===== config.mk =====
export PLATFORM = sky130hd
export DESIGN_NAME = aludec_mc
export DESIGN_NICKNAME = d
export VERILOG_FILES = /design/src/rtl/aludec_mc_pkg.sv /design/src/rtl/aludec_core.sv /design/src/rtl/aludec_mc.sv
export SDC_FILE = /design/constraint.sdc
export NUM_CORES = 1
export LEC_CHECK = 0
export ABC_AREA = 1
export ABC_CLOCK_PERIOD_IN_PS = 2150
export BUFFER_PORTS_ARGS = -buffer_cell sky130_fd_sc_hd__buf_4
export CAP_MARGIN = 10
export CORE_MARGIN = 1
export CORE_UTILIZATION = 45
export DETAILED_ROUTE_END_ITERATION = 12
export PLACE_DENSITY = 0.72
export SLEW_MARGIN = 15
export SYNTH_ARGS = -nofsm -noshare
export SYNTH_HDL_FRONTEND = slang
export SYNTH_SLANG_ARGS = --single-unit

===== constraint.sdc =====
create_clock -name i_clk -period 2.15 [get_ports i_clk]
set_input_delay 0.5375 -clock i_clk [delete_from_list [all_inputs] [get_ports i_clk]]
set_output_delay 0.5375 -clock i_clk [all_outputs]
set_load 0.02 [all_outputs]

===== src/rtl/aludec_mc_pkg.sv =====
// Shared types and constants for the multi-cycle ALU decoder: FSM states,
// ALU control codes and main-decoder aluop classes.
package aludec_mc_pkg;

  typedef enum logic [1:0] {
    ST_IDLE = 2'd0,
    ST_MUL  = 2'd1,
    ST_DIV  = 2'd2,
    ST_DONE = 2'd3
  } state_t;

  localparam logic [4:0] ALU_ADD   = 5'd0;
  localparam logic [4:0] ALU_SUB   = 5'd1;
  localparam logic [4:0] ALU_SLL   = 5'd2;
  localparam logic [4:0] ALU_SLT   = 5'd3;
  localparam logic [4:0] ALU_SLTU  = 5'd4;
  localparam logic [4:0] ALU_XOR   = 5'd5;
  localparam logic [4:0] ALU_SRL   = 5'd6;
  localparam logic [4:0] ALU_SRA   = 5'd7;
  localparam logic [4:0] ALU_OR    = 5'd8;
  localparam logic [4:0] ALU_AND   = 5'd9;
  // M-extension ops occupy 16..23, offset by funct3
  localparam logic [4:0] ALU_MBASE = 5'd16;

  localparam logic [1:0] ALUOP_ADD   = 2'b00;
  localparam logic [1:0] ALUOP_SUB   = 2'b01;
  localparam logic [1:0] ALUOP_FUNCT = 2'b10;
  localparam logic [1:0] ALUOP_ILL   = 2'b11;

endpackage


===== src/rtl/aludec_core.sv =====
// Combinational ALU decode: maps aluop/funct fields to an ALU control code
// and classifies the request as illegal, multiply or divide.
module aludec_core
  import aludec_mc_pkg::*;
#(
  parameter int ALUCTRL_W = 5
) (
  input  logic                 opb5,
  input  logic [2:0]           funct3,
  input  logic                 funct7b5,
  input  logic                 funct7b0,
  input  logic [1:0]           aluop,
  output logic [ALUCTRL_W-1:0] code,
  output logic                 illegal,
  output logic                 is_mul,
  output logic                 is_div
);

  logic [4:0] base;
  logic       rtype;

  assign rtype = opb5 && (aluop == ALUOP_FUNCT);

  always_comb begin
    base    = ALU_ADD;
    illegal = 1'b0;
    is_mul  = 1'b0;
    is_div  = 1'b0;
    case (aluop)
      ALUOP_ADD: base = ALU_ADD;
      ALUOP_SUB: base = ALU_SUB;
      ALUOP_FUNCT: begin
        if (rtype && funct7b0 && funct7b5) begin
          illegal = 1'b1;
        end else if (rtype && funct7b0) begin
          base   = ALU_MBASE | {2'b00, funct3};
          is_mul = ~funct3[2];
          is_div = funct3[2];
        end else if (rtype && funct7b5 && (funct3 != 3'b000) && (funct3 != 3'b101)) begin
          illegal = 1'b1;
        end else begin
          case (funct3)
            3'b000:  base = (opb5 && funct7b5) ? ALU_SUB : ALU_ADD;
            3'b001:  base = ALU_SLL;
            3'b010:  base = ALU_SLT;
            3'b011:  base = ALU_SLTU;
            3'b100:  base = ALU_XOR;
            3'b101:  base = funct7b5 ? ALU_SRA : ALU_SRL;
            3'b110:  base = ALU_OR;
            default: base = ALU_AND;
          endcase
        end
      end
      default: illegal = 1'b1;
    endcase
  end

  // illegal requests report code 0 because base keeps its default
  assign code = ALUCTRL_W'(base);

endmodule


===== src/rtl/aludec_mc.sv =====
// Multi-cycle ALU decoder: registers the decoded ALU code at accept and
// models multiply/divide occupancy with a down-counter before a result strobe.
module aludec_mc
  import aludec_mc_pkg::*;
#(
  parameter int ALUCTRL_W  = 5,
  parameter int MUL_CYCLES = 2,
  parameter int DIV_CYCLES = 32
) (
  input  logic                 i_clk,
  input  logic                 i_rst,
  input  logic                 i_valid,
  input  logic                 i_flush,
  input  logic                 i_opb5,
  input  logic [2:0]           i_funct3,
  input  logic                 i_funct7b5,
  input  logic                 i_funct7b0,
  input  logic [1:0]           i_aluop,
  output logic                 o_ready,
  output logic                 o_valid,
  output logic [ALUCTRL_W-1:0] o_alucrtl,
  output logic                 o_illegal,
  output logic                 o_busy
);

  localparam int MAX_CYC = (MUL_CYCLES > DIV_CYCLES) ? MUL_CYCLES : DIV_CYCLES;
  localparam int CNT_W   = (MAX_CYC > 1) ? $clog2(MAX_CYC) : 1;

  if (ALUCTRL_W < 5) begin : g_bad_width
    $error("aludec_mc: ALUCTRL_W must be at least 5");
  end
  if (MUL_CYCLES < 1 || DIV_CYCLES < 1) begin : g_bad_cycles
    $error("aludec_mc: MUL_CYCLES and DIV_CYCLES must be at least 1");
  end

  state_t               state_q, state_d;
  logic [CNT_W-1:0]     cnt_q, cnt_d;
  logic [ALUCTRL_W-1:0] code_q;
  logic                 illegal_q;
  logic [ALUCTRL_W-1:0] dec_code;
  logic                 dec_illegal, dec_mul, dec_div;
  logic                 accept;

  aludec_core #(.ALUCTRL_W(ALUCTRL_W)) u_core (
    .opb5     (i_opb5),
    .funct3   (i_funct3),
    .funct7b5 (i_funct7b5),
    .funct7b0 (i_funct7b0),
    .aluop    (i_aluop),
    .code     (dec_code),
    .illegal  (dec_illegal),
    .is_mul   (dec_mul),
    .is_div   (dec_div)
  );

  // valid/ready: a request transfers on a rising edge when i_valid and
  // o_ready are both high and i_flush is low; o_valid is a one-cycle strobe.
  assign accept = i_valid && (state_q == ST_IDLE) && !i_flush;

  always_comb begin
    state_d = state_q;
    cnt_d   = cnt_q;
    if (i_flush) begin
      state_d = ST_IDLE;
      cnt_d   = '0;
    end else begin
      case (state_q)
        ST_IDLE: begin
          if (i_valid) begin
            if (dec_mul) begin
              state_d = ST_MUL;
              cnt_d   = CNT_W'(MUL_CYCLES - 1);
            end else if (dec_div) begin
              state_d = ST_DIV;
              cnt_d   = CNT_W'(DIV_CYCLES - 1);
            end else begin
              state_d = ST_DONE;
            end
          end
        end
        ST_MUL, ST_DIV: begin
          if (cnt_q == '0) state_d = ST_DONE;
          else             cnt_d   = cnt_q - CNT_W'(1);
        end
        default: state_d = ST_IDLE;
      endcase
    end
  end

  always_ff @(posedge i_clk or posedge i_rst) begin
    if (i_rst) begin
      state_q <= ST_IDLE;
      cnt_q   <= '0;
    end else begin
      state_q <= state_d;
      cnt_q   <= cnt_d;
    end
  end

  always_ff @(posedge i_clk or posedge i_rst) begin
    if (i_rst) begin
      code_q    <= '0;
      illegal_q <= 1'b0;
    end else if (accept) begin
      code_q    <= dec_code;
      illegal_q <= dec_illegal;
    end
  end

  assign o_ready   = (state_q == ST_IDLE);
  assign o_busy    = (state_q == ST_MUL) || (state_q == ST_DIV);
  assign o_valid   = (state_q == ST_DONE) && !i_flush;
  assign o_alucrtl = code_q;
  assign o_illegal = illegal_q;

endmodule


==> flow_metrics.env, run 1 <==
export IMPL_max_stage_delay_ns=0.47
export IMPL_drv_cap=0
export IMPL_synth_xor_area_share_pct=0.8706
export IMPL_mostFrequentLayoutCell="nand2_1"
export IMPL_cts_tree="built"
export IMPL_hp_class="in2async"
export IMPL_power_density_mw_per_mm2=1073
export IMPL_grt_max_degree=14
export IMPL_drc=0
export IMPL_final_util_pct=59.90
export IMPL_synth_distinct_cells=23
export IMPL_dr_pass1_iters=4
export IMPL_cts_hold_buf=0
export IMPL_startpoint_type="register"
export IMPL_cp_arrival_ns=1.44
export IMPL_final_cell_mix="nand2_1, inv_1, buf_4"
export IMPL_status="finished, final reports clean"
export IMPL_ir_drop_mv=0.6916
export IMPL_ys_seq_area_share_pct=32.34
export IMPL_path_max_fanout=10
export IMPL_crit_required_ns=1.61
export IMPL_cts_buffers=3
export IMPL_grt_pass1_wl_mm=4.036
export IMPL_cts_root_buf="clkbuf_4"
export IMPL_core_mm2=0.002022
export IMPL_initial_core_util_pct=49.75
export IMPL_yosysWarnings=0
export IMPL_netlist_area_mm2=0.001006
export IMPL_syn_inst=145
export IMPL_synth_top_family_by_area="simple AND/OR/NAND/NOR gates"
export IMPL_antenna_found_initial=0
export IMPL_worst_setup_path_end_kind="output pin"
export IMPL_dr_total_vias=974
export IMPL_tns_ns=0
export IMPL_die_x_um=49.28
export IMPL_grt_pass1_vias=933
export IMPL_fin_nets=189
export IMPL_htreeDepth=1
export IMPL_synthArstFlopShare_pct=100.0
export IMPL_synth_mux_area_share_pct=0
export IMPL_fillers=205
export IMPL_skew_ns=0.009982
export IMPL_period_minus_slack_ns=1.974
export IMPL_fmax_ghz=0.5067
export IMPL_slew_headroom_pct=66.14
export IMPL_ant_nets=0
export IMPL_cts_sinks=13
export IMPL_wire_per_inst_um=11.48
export IMPL_port_buffers=20
export IMPL_avgSynthCellArea_um2=6.938
export IMPL_path_cells="inv_1, ha_1, buf_4"
export IMPL_yosys_area_top_type="dfrtp_1"
export IMPL_leakage_nw=0.6552
export IMPL_dp_hpwl_mm=1.790
export IMPL_setup_violations_final=0
export IMPL_r2r_slack_ns=0.38
export IMPL_ctsResizeCount=0
export IMPL_path_class="reg2out"
export IMPL_rsz0062_at_grt="no"
export IMPL_synth_ff_type="dfrtp_1"
export IMPL_synth_edf_count=0
export IMPL_finalHoldViolations=0
export IMPL_crit_path_top_delay_cell="ha_1"
export IMPL_syn_nets=165
export IMPL_slew_violations=0
export IMPL_die_height_um=49.28
export IMPL_core_rowCount=16
export IMPL_synth_adder_area_share_pct=9.950
export IMPL_grt_overflow_total=0
export IMPL_io_pin_count=21
export IMPL_drive_gt1_share_pct=18.45
export IMPL_synth_compound_area_share_pct=13.31
export IMPL_clk_pin_slew_ns=0.09
export IMPL_drtIter0Drc=31
export IMPL_synth_top_cell_area_share_pct=32.34
export IMPL_min_period_over_period_pct=91.80
export IMPL_wirelength_mm=2.239
export IMPL_ys_ff_latch=13
export IMPL_synthSimpleGateAreaFrac_pct=32.21
export IMPL_dieArea_mm2=0.002429
export IMPL_worstSkewPairLatency_ns=0.29
export IMPL_synthToLayoutAreaGrowth_pct=20.40
export IMPL_insertedDiodeCount=0
export IMPL_track_usage_pct=21.81
export IMPL_post_cts_buffers=0
export IMPL_cts_buffer_depth=2
export IMPL_worst_pin_slew_ns=0.5074
export IMPL_vias_per_cell=4.995
export IMPL_gp_congestion=0.8936
export IMPL_synth_area_top_cells="dfrtp_1, nand2_1, inv_1, ha_1, nand3_1"
[stage by stage]
step           setup WS (ns)  hold slack, ns  instances  instance area (um^2)  total power, W
2_1_floorplan         0.4021          0.4145        145                  1006       0.0009310
3_3_place_gp          0.2549          0.4694        191                  1185        0.001108
3_5_place_dp          0.2238          0.4683        191                  1185        0.001137
4_1_cts               0.1848          0.2987        195                  1211        0.001300
5_1_grt               0.1162          0.3252        195                  1211        0.001415
6_report              0.1763          0.2684        195                  1211        0.001300
[power breakdown]
part           total [W]  internal (W)  leakage [nW]  switching (W)
sequential      0.000377      0.000332         0.169      0.0000450
combinational   0.000758      0.000279         0.471       0.000479
clock           0.000165     0.0000722        0.0150      0.0000927
total            0.00130      0.000684         0.655       0.000616
[state kept, by name, summed over array words and instances (netlist names)]
signal and count:
o_illegal 1, o_alucrtl 5, state_q 2, cnt_q 5
[worst paths after layout]
check,endpoint,start,cells past startpoint
setup / recovery,o_busy,state_q[0]$_DFFE_PP0P_,3
hold / removal,o_alucrtl[3]$_DFFE_PP0P_,i_rst,2
setup reg to reg,state_q[1]$_DFFE_PP0P_,state_q[0]$_DFFE_PP0P_,7
hold reg to reg,o_illegal$_DFFE_PP0P_,o_illegal$_DFFE_PP0P_,2
max in group asynchronous,state_q[1]$_DFFE_PP0P_,i_rst,2
min in group i_clk,o_illegal$_DFFE_PP0P_,o_illegal$_DFFE_PP0P_,2
[critical path: cells and delay by family (launching register included)]
family | cells | cell delay, ns
adder cells (fa/ha/maj) | 1 | 0.47
buffers and inverters | 2 | 0.28
flip-flops | 1 | 0.40
[cells in the mapped netlist (2+ instances only)]
cell type and instances:
o211ai_1 2, nand3_1 15, nand2_1 35, o31ai_1 2, inv_1 27, o21ai_0 12
nand2_2 4, dfrtp_1 13, ha_1 8, o22ai_1 2, nand4_1 2, nor2_1 8
a21oi_1 4, nor2_4 2
[final cells by class]
type	count	area [um^2]	share of cell area (%)
Multi-Input combinational cell	102	566.8	46.80
Sequential cell	13	325.3	26.86
Timing Repair Buffer	20	150.1	12.40
Inverter	29	108.9	8.988
Tap cell	27	33.78	2.789
Clock buffer	4	26.28	2.169
[layer usage]
metal	vias to the layer above	GRT usage, %	wire (um)
met5	-	0	0
met4	0	8.824	40
met3	5	3.738	85
met2	22	36.76	1006
met1	437	27.27	1107
li1	510	-	-
[kinds of logic (layout without fill, tap and decap cells)]
family	count (synthesis)	count (layout)
xor+xnor	1	1
flops	13	13
buf+inv	30	53
simple gates	69	69
fa+ha+maj	8	8
compound gates	24	24
No activity file was read; power rests on OpenSTA's default activity.
==> inputs of run 2 (changes only) <==
Settings changed: REMOVE_ABC_BUFFERS set to 1.
==> flow_metrics.env, run 2 (synthesis gave the netlist of run 1 again) <==
export IMPL_status="finished, final reports clean"
export IMPL_dr_wl_met3_um=83
export IMPL_met1_length_mm=1.046
export IMPL_grt_pass1_vias=943
export IMPL_cts_sinks=13
export IMPL_cts_root_buf="clkbuf_4"
export IMPL_wirelength_mm=2.154
export IMPL_port_buffers=20
export IMPL_cts_buffers=3
export IMPL_track_usage_pct=20.11
export IMPL_dr_total_vias=972
export IMPL_crit_required_ns=1.61
export IMPL_min_period_over_period_pct=92.24
export IMPL_antenna_found_initial=0
export IMPL_post_cts_buffers=0
export IMPL_grt_overflow_total=0
export IMPL_setup_violations_final=0
export IMPL_drtIter0Drc=26
export IMPL_wl_met2_mm=1.014
export IMPL_leakage_nw=0.6552
export IMPL_insertedDiodeCount=0
export IMPL_skew_ns=0.009826
export IMPL_worstSkewPairLatency_ns=0.27
export IMPL_startpoint_type="register"
export IMPL_rsz0062_at_grt="no"
export IMPL_drive_gt1_share_pct=18.45
export IMPL_fmax_ghz=0.5042
export IMPL_gp_congestion=0.8898
export IMPL_worst_setup_path_end_kind="output pin"
export IMPL_dp_hpwl_mm=1.708
export IMPL_core_mm2=0.002022
export IMPL_die_x_um=49.28
export IMPL_fillers=201
export IMPL_htreeDepth=1
export IMPL_ir_drop_mv=0.7435
export IMPL_slew_violations=0
export IMPL_final_cell_mix="nand2_1, inv_1, buf_4"
export IMPL_path_class="reg2out"
export IMPL_wire_per_inst_um=11.05
export IMPL_synthToLayoutAreaGrowth_pct=20.40
export IMPL_dr_pass1_iters=4
export IMPL_path_max_fanout=10
export IMPL_ant_nets=0
export IMPL_mostFrequentLayoutCell="nand2_1"
export IMPL_slew_headroom_pct=65.37
export IMPL_grt_pass1_wl_mm=3.843
export IMPL_finalHoldViolations=0
export IMPL_fin_nets=189
export IMPL_cp_arrival_ns=1.45
export IMPL_grt_max_degree=14
export IMPL_die_height_um=49.28
export IMPL_drc=0
export IMPL_io_pin_count=21
export IMPL_cts_tree="built"
export IMPL_top_layer_used="met4"
export IMPL_initial_core_util_pct=49.75
export IMPL_vias_per_cell=4.985
export IMPL_power_density_mw_per_mm2=1062
export IMPL_cts_buffer_depth=2
export IMPL_ctsResizeCount=0
export IMPL_period_minus_slack_ns=1.983
export IMPL_dieArea_mm2=0.002429
export IMPL_cts_hold_buf=0
export IMPL_core_rowCount=16
export IMPL_tns_ns=0
export IMPL_worst_pin_slew_ns=0.5188
export IMPL_drv_cap=0
export IMPL_hp_class="in2async"
export IMPL_clk_pin_slew_ns=0.08
export IMPL_p_total_w=0.001286
-- run 2: cell counts in the layout (fill, tap and decap cells not counted) --
Identical to the previous run, type by type.
-- run 2: area by class of cell --
type                    count  area (um^2)  share of cell area [%]
multi-input cells         102        566.8                   46.80
inverters                  29        108.9                   8.988
clock buffers               4        26.28                   2.169
flip-flops and latches     13        325.3                   26.86
repair buffers             20        150.1                   12.40
well taps                  27        33.78                   2.789
-- run 2: worst max-delay path, stage by stage (launching register included) --
cell     delay [ns]
dfrtp_1        0.40
inv_1          0.07
ha_1           0.49
buf_4          0.21
-- run 2: path summary, 6_finish.rpt --
check / start / end / slack [ns] / depth (start not counted)
max: state_q[0]$_DFFE_PP0P_ / o_busy / 0.17 / 3
min: i_rst / o_alucrtl[4]$_DFFE_PP0P_ / 0.29 / 2
max reg2reg: state_q[0]$_DFFE_PP0P_ / cnt_q[0]$_DFFE_PP0P_ / 0.32 / 6
min reg2reg: o_alucrtl[0]$_DFFE_PP0P_ / o_alucrtl[0]$_DFFE_PP0P_ / 0.48 / 2
max in group asynchronous: i_rst / o_alucrtl[1]$_DFFE_PP0P_ / 1.50 / 2
min in group i_clk: o_alucrtl[0]$_DFFE_PP0P_ / o_alucrtl[0]$_DFFE_PP0P_ / 0.48 / 2
-- run 2: report_power, final --
group / leakage [nW] / total (W) / internal (W) / switching, W
combinational: 0.471 / 0.000762 / 0.000280 / 0.000482
clock: 0.0150 / 0.000147 / 0.0000717 / 0.0000751
sequential: 0.169 / 0.000378 / 0.000332 / 0.0000454
total: 0.655 / 0.00129 / 0.000684 / 0.000602
-- run 2: layer usage --
metal  up-vias  track usage (%)
met5         -                0
li1        510                -
met1       442            24.76
met3         2            4.673
met2        18            36.07
met4         0            2.451
-- run 2: per-stage QoR --
step	std cells	cell area, um^2	hold WS, ns	worst slack (ns)	util [%]
2_1_floorplan	144	1001	0.4145	0.4793	-
3_3_place_gp	191	1185	0.4701	0.2548	58.60
3_5_place_dp	191	1185	0.4685	0.2267	58.60
4_1_cts	195	1211	0.2993	0.1695	59.90
5_1_grt	195	1211	0.3313	0.1133	59.90
6_report	195	1211	0.2943	0.1668	59.90
